==> src/rtl/cpu_sequencer.sv <==
// Control sequencer for the simple RISC datapath: instruction register, field decode
// and a Moore FSM that steps the register file, A/B/C and status registers.
module cpu_sequencer #(
  parameter int IW = 16,
  parameter int DW = 16
) (
  input  logic          clk,
  input  logic          reset,
  input  logic [IW-1:0] in,
  input  logic          load,
  input  logic          s,
  output logic          w,
  output logic [2:0]    nsel,
  output logic [2:0]    readnum,
  output logic [2:0]    writenum,
  output logic          write,
  output logic          loada,
  output logic          loadb,
  output logic          loadc,
  output logic          loads,
  output logic          asel,
  output logic          bsel,
  output logic [1:0]    vsel,
  output logic [1:0]    ALUop,
  output logic [1:0]    shift,
  output logic [DW-1:0] sximm8,
  output logic [DW-1:0] sximm5,
  output logic          bad
);

  typedef enum logic [2:0] {
    S_WAIT, S_DECODE, S_WR_IMM, S_GET_A, S_GET_B, S_CALC, S_WB
  } state_t;

  typedef struct packed {
    logic       w;
    logic [2:0] nsel;
    logic       write;
    logic       loada;
    logic       loadb;
    logic       loadc;
    logic       loads;
    logic       asel;
    logic       bsel;
    logic [1:0] vsel;
    logic       bad;
  } ctrl_t;

  localparam logic [4:0] K_MOV_IMM = 5'b11010;
  localparam logic [4:0] K_MOV_REG = 5'b11000;
  localparam logic [4:0] K_ADD     = 5'b10100;
  localparam logic [4:0] K_CMP     = 5'b10101;
  localparam logic [4:0] K_AND     = 5'b10110;
  localparam logic [4:0] K_MVN     = 5'b10111;

  state_t        state;
  state_t        state_next;
  logic [IW-1:0] ir;
  logic [IW-1:0] ir_next;
  ctrl_t         ctrl;
  logic [2:0]    reg_sel;

  function automatic state_t next_state(state_t st, logic start, logic [IW-1:0] i);
    state_t n;
    n = S_WAIT;
    case (st)
      S_WAIT:   n = start ? S_DECODE : S_WAIT;
      S_DECODE: begin
        case (i[15:11])
          K_MOV_IMM:             n = S_WR_IMM;
          K_MOV_REG, K_MVN:      n = S_GET_B;
          K_ADD, K_CMP, K_AND:   n = S_GET_A;
          default:               n = S_WAIT;
        endcase
      end
      S_GET_A:  n = S_GET_B;
      S_GET_B:  n = S_CALC;
      S_CALC:   n = (i[15:11] == K_CMP) ? S_WAIT : S_WB;
      default:  n = S_WAIT;
    endcase
    return n;
  endfunction

  // Control word for a state; registered on entry so every output is a pure state function.
  function automatic ctrl_t ctrl_for(state_t st, logic [IW-1:0] i);
    ctrl_t c;
    c = '0;
    case (st)
      S_WAIT:   c.w = 1'b1;
      S_DECODE: c.bad = (next_state(S_DECODE, 1'b0, i) == S_WAIT);
      S_WR_IMM: begin
        c.nsel  = 3'b100;
        c.vsel  = 2'b01;
        c.write = 1'b1;
      end
      S_GET_A: begin
        c.nsel  = 3'b100;
        c.loada = 1'b1;
      end
      S_GET_B: begin
        c.nsel  = 3'b001;
        c.loadb = 1'b1;
      end
      S_CALC: begin
        if (i[15:11] == K_CMP) begin
          c.loads = 1'b1;
        end else begin
          c.loadc = 1'b1;
          c.asel  = (i[15:11] == K_MOV_REG) || (i[15:11] == K_MVN);
        end
      end
      S_WB: begin
        c.nsel  = 3'b010;
        c.write = 1'b1;
      end
      default: c = '0;
    endcase
    return c;
  endfunction

  // A load coinciding with the start strobe supplies the instruction that gets executed.
  assign ir_next    = (state == S_WAIT && load) ? in : ir;
  assign state_next = next_state(state, s, ir_next);

  always_ff @(posedge clk) begin
    if (reset) begin
      state <= S_WAIT;
      ir    <= '0;
      ctrl  <= ctrl_for(S_WAIT, {IW{1'b0}});
    end else begin
      state <= state_next;
      ir    <= ir_next;
      ctrl  <= ctrl_for(state_next, ir_next);
    end
  end

  always_comb begin
    reg_sel = 3'b000;
    case (ctrl.nsel)
      3'b100:  reg_sel = ir[10:8];
      3'b010:  reg_sel = ir[7:5];
      3'b001:  reg_sel = ir[2:0];
      default: reg_sel = 3'b000;
    endcase
  end

  // Reset masks the strobes immediately so an aborted instruction never writes back.
  assign write    = ctrl.write & ~reset;
  assign loada    = ctrl.loada & ~reset;
  assign loadb    = ctrl.loadb & ~reset;
  assign loadc    = ctrl.loadc & ~reset;
  assign loads    = ctrl.loads & ~reset;
  assign bad      = ctrl.bad & ~reset;
  assign w        = ctrl.w;
  assign nsel     = ctrl.nsel;
  assign asel     = ctrl.asel;
  assign bsel     = ctrl.bsel;
  assign vsel     = ctrl.vsel;
  assign readnum  = reg_sel;
  assign writenum = reg_sel;
  assign ALUop    = ir[12:11];
  assign shift    = ir[4:3];
  assign sximm8   = {{(DW-8){ir[7]}}, ir[7:0]};
  assign sximm5   = {{(DW-5){ir[4]}}, ir[4:0]};

endmodule

==> config.mk <==
export PLATFORM = sky130hd
export DESIGN_NAME = cpu_sequencer
export DESIGN_NICKNAME = d
export VERILOG_FILES = /design/src/rtl/cpu_sequencer.sv
export SDC_FILE = /design/constraint.sdc
export NUM_CORES = 1
export LEC_CHECK = 0
export ABC_AREA = 1
export ABC_CLOCK_PERIOD_IN_PS = 1600
export CAP_MARGIN = 20
export CORE_MARGIN = 10
export CORE_UTILIZATION = 39
export CTS_BUF_LIST = sky130_fd_sc_hd__clkbuf_4
export DETAILED_ROUTE_END_ITERATION = 8
export HOLD_SLACK_MARGIN = 0.1
export PLACE_DENSITY_LB_ADDON = 0.08
export SLEW_MARGIN = 20
export SYNTH_ARGS = -nofsm -noshare
export SYNTH_HDL_FRONTEND = slang
export SYNTH_SLANG_ARGS = --single-unit
==> constraint.sdc <==
create_clock -name clk -period 1.6 [get_ports clk]
set_input_delay 0.32 -clock clk [delete_from_list [all_inputs] [get_ports clk]]
set_output_delay 0.32 -clock clk [all_outputs]
set_load 0.02 [all_outputs]
* Word level (Yosys, flattened, before mapping)
Index checks and enable logic that the tools add are counted.
Storage, ports and cells: register bits 33, input port bits 20, word-level logic and storage cells 70
Cells by class: eq/ne operators 19, muxes and demuxes 16, bitwise operators 9, reductions and logical operators 12
Operator list (number):
- $eq A5 B5 Y1 const B | 6
- $pmux W3 S3 | 3
- $eq A3 B3 Y1 const B | 6
- $mux W16 | 1
- $pmux W3 S5 | 1
- $eq A3 B2 Y1 const B | 4
- $reduce_or A2 Y1 | 5
- $eq A3 B1 Y1 const B | 3
- $logic_not A3 Y1 | 3
- $mux W3 | 3
- $mux W1 | 8
- $and A1 B1 Y1 | 6
- $reduce_or A3 Y1 | 2
- $not A1 Y1 | 3
- $logic_and A1 B1 Y1 | 1
- $logic_or A1 B1 Y1 | 1

* Depth between registers and ports, before layout
depth in word-level cells 11, mapped depth 14

* Worst setup path before layout
Ideal clock, no wire load.
kind reg2reg, start point reg state[2], end point reg ctrl (netlist bit w), data arrival time 1.403 ns, required time 1.478 ns, slack 0.075 ns, cell stages (with the launch flop) 14, buffers on the path 1, clock period less this slack 1.525 ns, cells stage by stage dfxtp_1 -> nor2_4 -> nand2_4 -> buf_6 -> nand2_1 -> nand2_2 -> nor2_1 -> nand2_1 -> nand2_1 -> nand3_1 -> nand2_1 -> nor2_1 -> nand2_1 -> nand2_1
Between the ends: cells in the longest elaborated chain, start to end 9, elaborated cells on any way between the ends 20, those cells by class 10 x eq/ne; 5 x mux; 5 x reduce/logical
RTL lines:
- start: declaration | RTL line 56 | state_t state;
- start signal: assignment | RTL line 131 | state <= state_next;
- $logic_not A3 Y1 | RTL line 66, 122
- $logic_and A1 B1 Y1 | RTL line 122 | assign ir_next = (state == S_WAIT && load) ? in : ir;
- $mux W16 | RTL line 122
- $eq A5 B5 Y1, on equally long branches | RTL line 69, 78
- $reduce_or A3 Y1 or $reduce_or A2 Y1 (tied branches) | RTL line 69 | case (i[15:11])
- $pmux W3 S3 | RTL line 69
- $pmux W3 S5 (*) | RTL line 66 | case (st)
- $logic_not A3 Y1 (*) | RTL line 88 | case (st)
- $mux W1 (*) | RTL line 88
- end signal: assignment | RTL line 129 | ctrl <= ctrl_for(S_WAIT, {IW{1'b0}});
- end signal: assignment | RTL line 133 | ctrl <= ctrl_for(state_next, ir_next);
- end: declaration | RTL line 60 | ctrl_t ctrl;
Mark *: on every way between the ends. The rest lies on a longest branch, timed or not. A chain may end at the register's enable or synchronous reset.

* Worst setup path in the final report
start point reg ctrl (netlist bit nsel[0]), end point out readnum[1]
Between the ends: cells in the longest elaborated chain, start to end 2, elaborated cells on any way between the ends 4, those cells by class 3 x eq/ne; 1 x mux
RTL lines:
- $eq A3 B1 Y1, or another cell as far along | RTL line 139 | case (ctrl.nsel)
- $pmux W3 S3 (*) | RTL line 139
- end: declaration | RTL line 14 | output logic [2:0] readnum,
Marks and branches as above.

==> results.cfg <==
[run_status]
status = finished with violations
violations = setup timing

[floorplanning]
die_y_um = 86.52
die_w_um = 86.52
die-area_um2 = 7485
fp.coreArea_um2 = 4324
start_util_pct = 39.90
pin_count = 76
fp-row-count = 24

[clock_tree]
htreeDepth = 2
worstSkewPairLatency_ns = 0.33
numCtsBuffers = 5
ctsHoldBuffers = 0
clk_pin_slew_ns = 0.08
clock-sinks = 31
cts_root_buf = clkbuf_4
cts_tree = yes
clk_path_buf_depth = 2

[synth]
synth_top_family_by_area = simple AND/OR/NAND/NOR gates
ys_ff_latch = 31
ys_seq_area_share_pct = 35.97
synth.area.mux_share_pct = 0
synth_simple_gate_area_share_pct = 32.12
synth_fa_ha_area_share_pct = 0
synthTopCellsByArea = dfxtp_1, buf_4, nor2_1, nand2_1, inv_1
synth_compound_area_share_pct = 4.859
ys_types = 24
synth_top_area_cell = dfxtp_1
syn_inst = 246
avgSynthCellArea_um2 = 7.014
yosys_warnings = 0
synthXorXnorAreaFrac_pct = 0
synth_area_um2 = 1725
yosys.area.top_type_share_pct = 35.97

[sta]
setup_viol = 2
setup_tns_ns = -0.001571
worst_slack_ns = -0.001450
min_period_over_period_pct = 100.1
rsz0062_at_grt = yes
max_freq_mhz = 624.4
layout_min_cycle_time_ns = 1.601
hold_viol = 0
drv_slew = 0
finClkSkew_ns = 0.01139

[placement]
port_buffers = 73
place.gp.congestion = 0.7780
dp.cells = 344
dp_hpwl_mm = 3.360

[final_layout]
stdcell_count = 357
diodes = 0
fillers = 446
fin_util_pct = 57.58
mostFrequentLayoutCells = nor2_1, dlygate4sd2_1, nand2_1, dfxtp_1, buf_4
nets = 325
final_common_cell = nor2_1
synthToLayoutAreaGrowth_pct = 44.31
drive_gt1_share_pct = 30.49

[global_routing]
grt_pass1_wl_mm = 6.906
grt.total_usage_pct = 11.39
antenna_found_initial = 0
grt_pass1_vias = 1478
overflow = 0
grt_max_degree = 16

[worst_setup_path]
crit_required_ns = 1.28
cp_num_buf_inv = 3
rr_worst_depth = 10
crit_fanout = 3
max_stage_delay_ns = 0.34
end_kind = output port
reg2reg_to = nsel[0]$_SDFF_PP0_
worstPathCellList = inv_2 > nor3_2 > buf_4 > nand2_2 > nand3_2 > buf_6
critical_path.top_delay_family = flip-flops
worst-path-stages = 6
slowest_stage = dfxtp_2
worstSetupPathType = register to output port
crit_path_end = readnum[1]
crit_start = nsel[0]$_SDFF_PP0_
crit_arrival_ns = 1.28
start_kind = register
timing.rr.start = state[0]$_SDFF_PP0_
r2r_setup_slack_ns = 0.02

[detailed_routing]
vias_per_cell = 4.403
drt_iter0_drc = 19
remaining_drc_errors = 0
ant_nets = 0
wl_per_cell_um = 12.26
vias = 1572
dr.pass1.iters = 4
drt_wl_total_mm = 4.378

[pwr]
cellPowerDensity_nw_per_um2 = 802.3
p_leak_nw = 1.322
vdd_ir_drop_max_mv = 0.4028

[min_path]
min_path_type = register to register

[run]
maxCapViolations = 0
-- flip-flops by register name (all words and copies together), names as in the netlist --
name   count
nsel       3
state      3
ctrl       6
ir        16
asel       1
vsel       1
w          1
-- layer usage --
metal,GRT usage (%),part of all wire (%),routed length (um)
met3,5.159,8.4,366
met5,0,0,0
met4,5.302,1.8,79
met1,12.31,42,1846
met2,18.59,48,2086
-- tightest hold or removal path, stage by stage (launching register included) --
cell and delay, ns:
dfxtp_1 0.33, nor2_1 0.05, nor2_1 0.08
-- kinds of logic after synthesis --
family | count (synthesis)
and+or+nand+nor | 122
buffers and inverters | 76
other | 1
AOI/OAI and AO/OA | 16
DFF | 31
-- cells in the mapped netlist, drive strengths merged --
master  instances
inv            24
conb            1
nand3b          3
buf            47
clkbuf          5
o21ai          14
nand2          45
nor3            4
nand3          15
nor3b           1
nor2           52
a21oi           2
dfxtp          31
nand4           2
-- worst min-delay path by stage --
| stage | start | end | slack (ns) | depth (start not counted) |
|---|---|---|---|---|
| floorplan | ir[10]$_SDFFE_PP0N_ | ir[10]$_SDFFE_PP0N_ | 0.46 | 2 |
| global placement | ir[10]$_SDFFE_PP0N_ | ir[10]$_SDFFE_PP0N_ | 0.46 | 2 |
| detailed placement | ir[10]$_SDFFE_PP0N_ | ir[10]$_SDFFE_PP0N_ | 0.47 | 2 |
| CTS | ir[10]$_SDFFE_PP0N_ | ir[10]$_SDFFE_PP0N_ | 0.49 | 2 |
| global route | ir[8]$_SDFFE_PP0N_ | ir[8]$_SDFFE_PP0N_ | 0.54 | 2 |
| finish | ir[10]$_SDFFE_PP0N_ | ir[10]$_SDFFE_PP0N_ | 0.49 | 2 |
-- timing repair --
action,4_1_cts,5_1_grt
setup buffers,0,5
pin swaps,1,17
endpoints found under the hold margin,0,0
gates resized for setup,107,33
gates cloned,0,1
endpoints found under the setup margin,55,22
-- area by class of cell --
cell class | count | area [um2] | share of cell area, %
clock inverter | 2 | 8.758 | 0.3518
multi-input combinational | 141 | 762.0 | 30.60
sequential | 31 | 629.4 | 25.28
inverter | 24 | 90.09 | 3.618
timing repair buffer | 102 | 897.1 | 36.03
clock buffer | 5 | 37.54 | 1.508
tap | 52 | 65.06 | 2.613
-- power by group --
part | total [mW] | leakage [nW] | switching, mW | internal (mW)
logic | 0.705 | 1.04 | 0.404 | 0.301
clock network | 0.422 | 0.0285 | 0.267 | 0.155
registers | 0.870 | 0.257 | 0.0431 | 0.827
-- through the flow --
stage	power, mW	setup WS [ns]	hold WS (ns)	area (um2)
floorplan	1.387	0.07516	0.4554	1729
global placement	1.612	-0.3452	0.4624	2345
detailed placement	1.616	-0.3890	0.4723	2345
CTS	1.978	-0.002001	0.4937	2391
global route	2.120	-0.1194	0.5397	2490
finish	1.998	-0.001450	0.4895	2490
No activity file was read; power rests on OpenSTA's default activity.
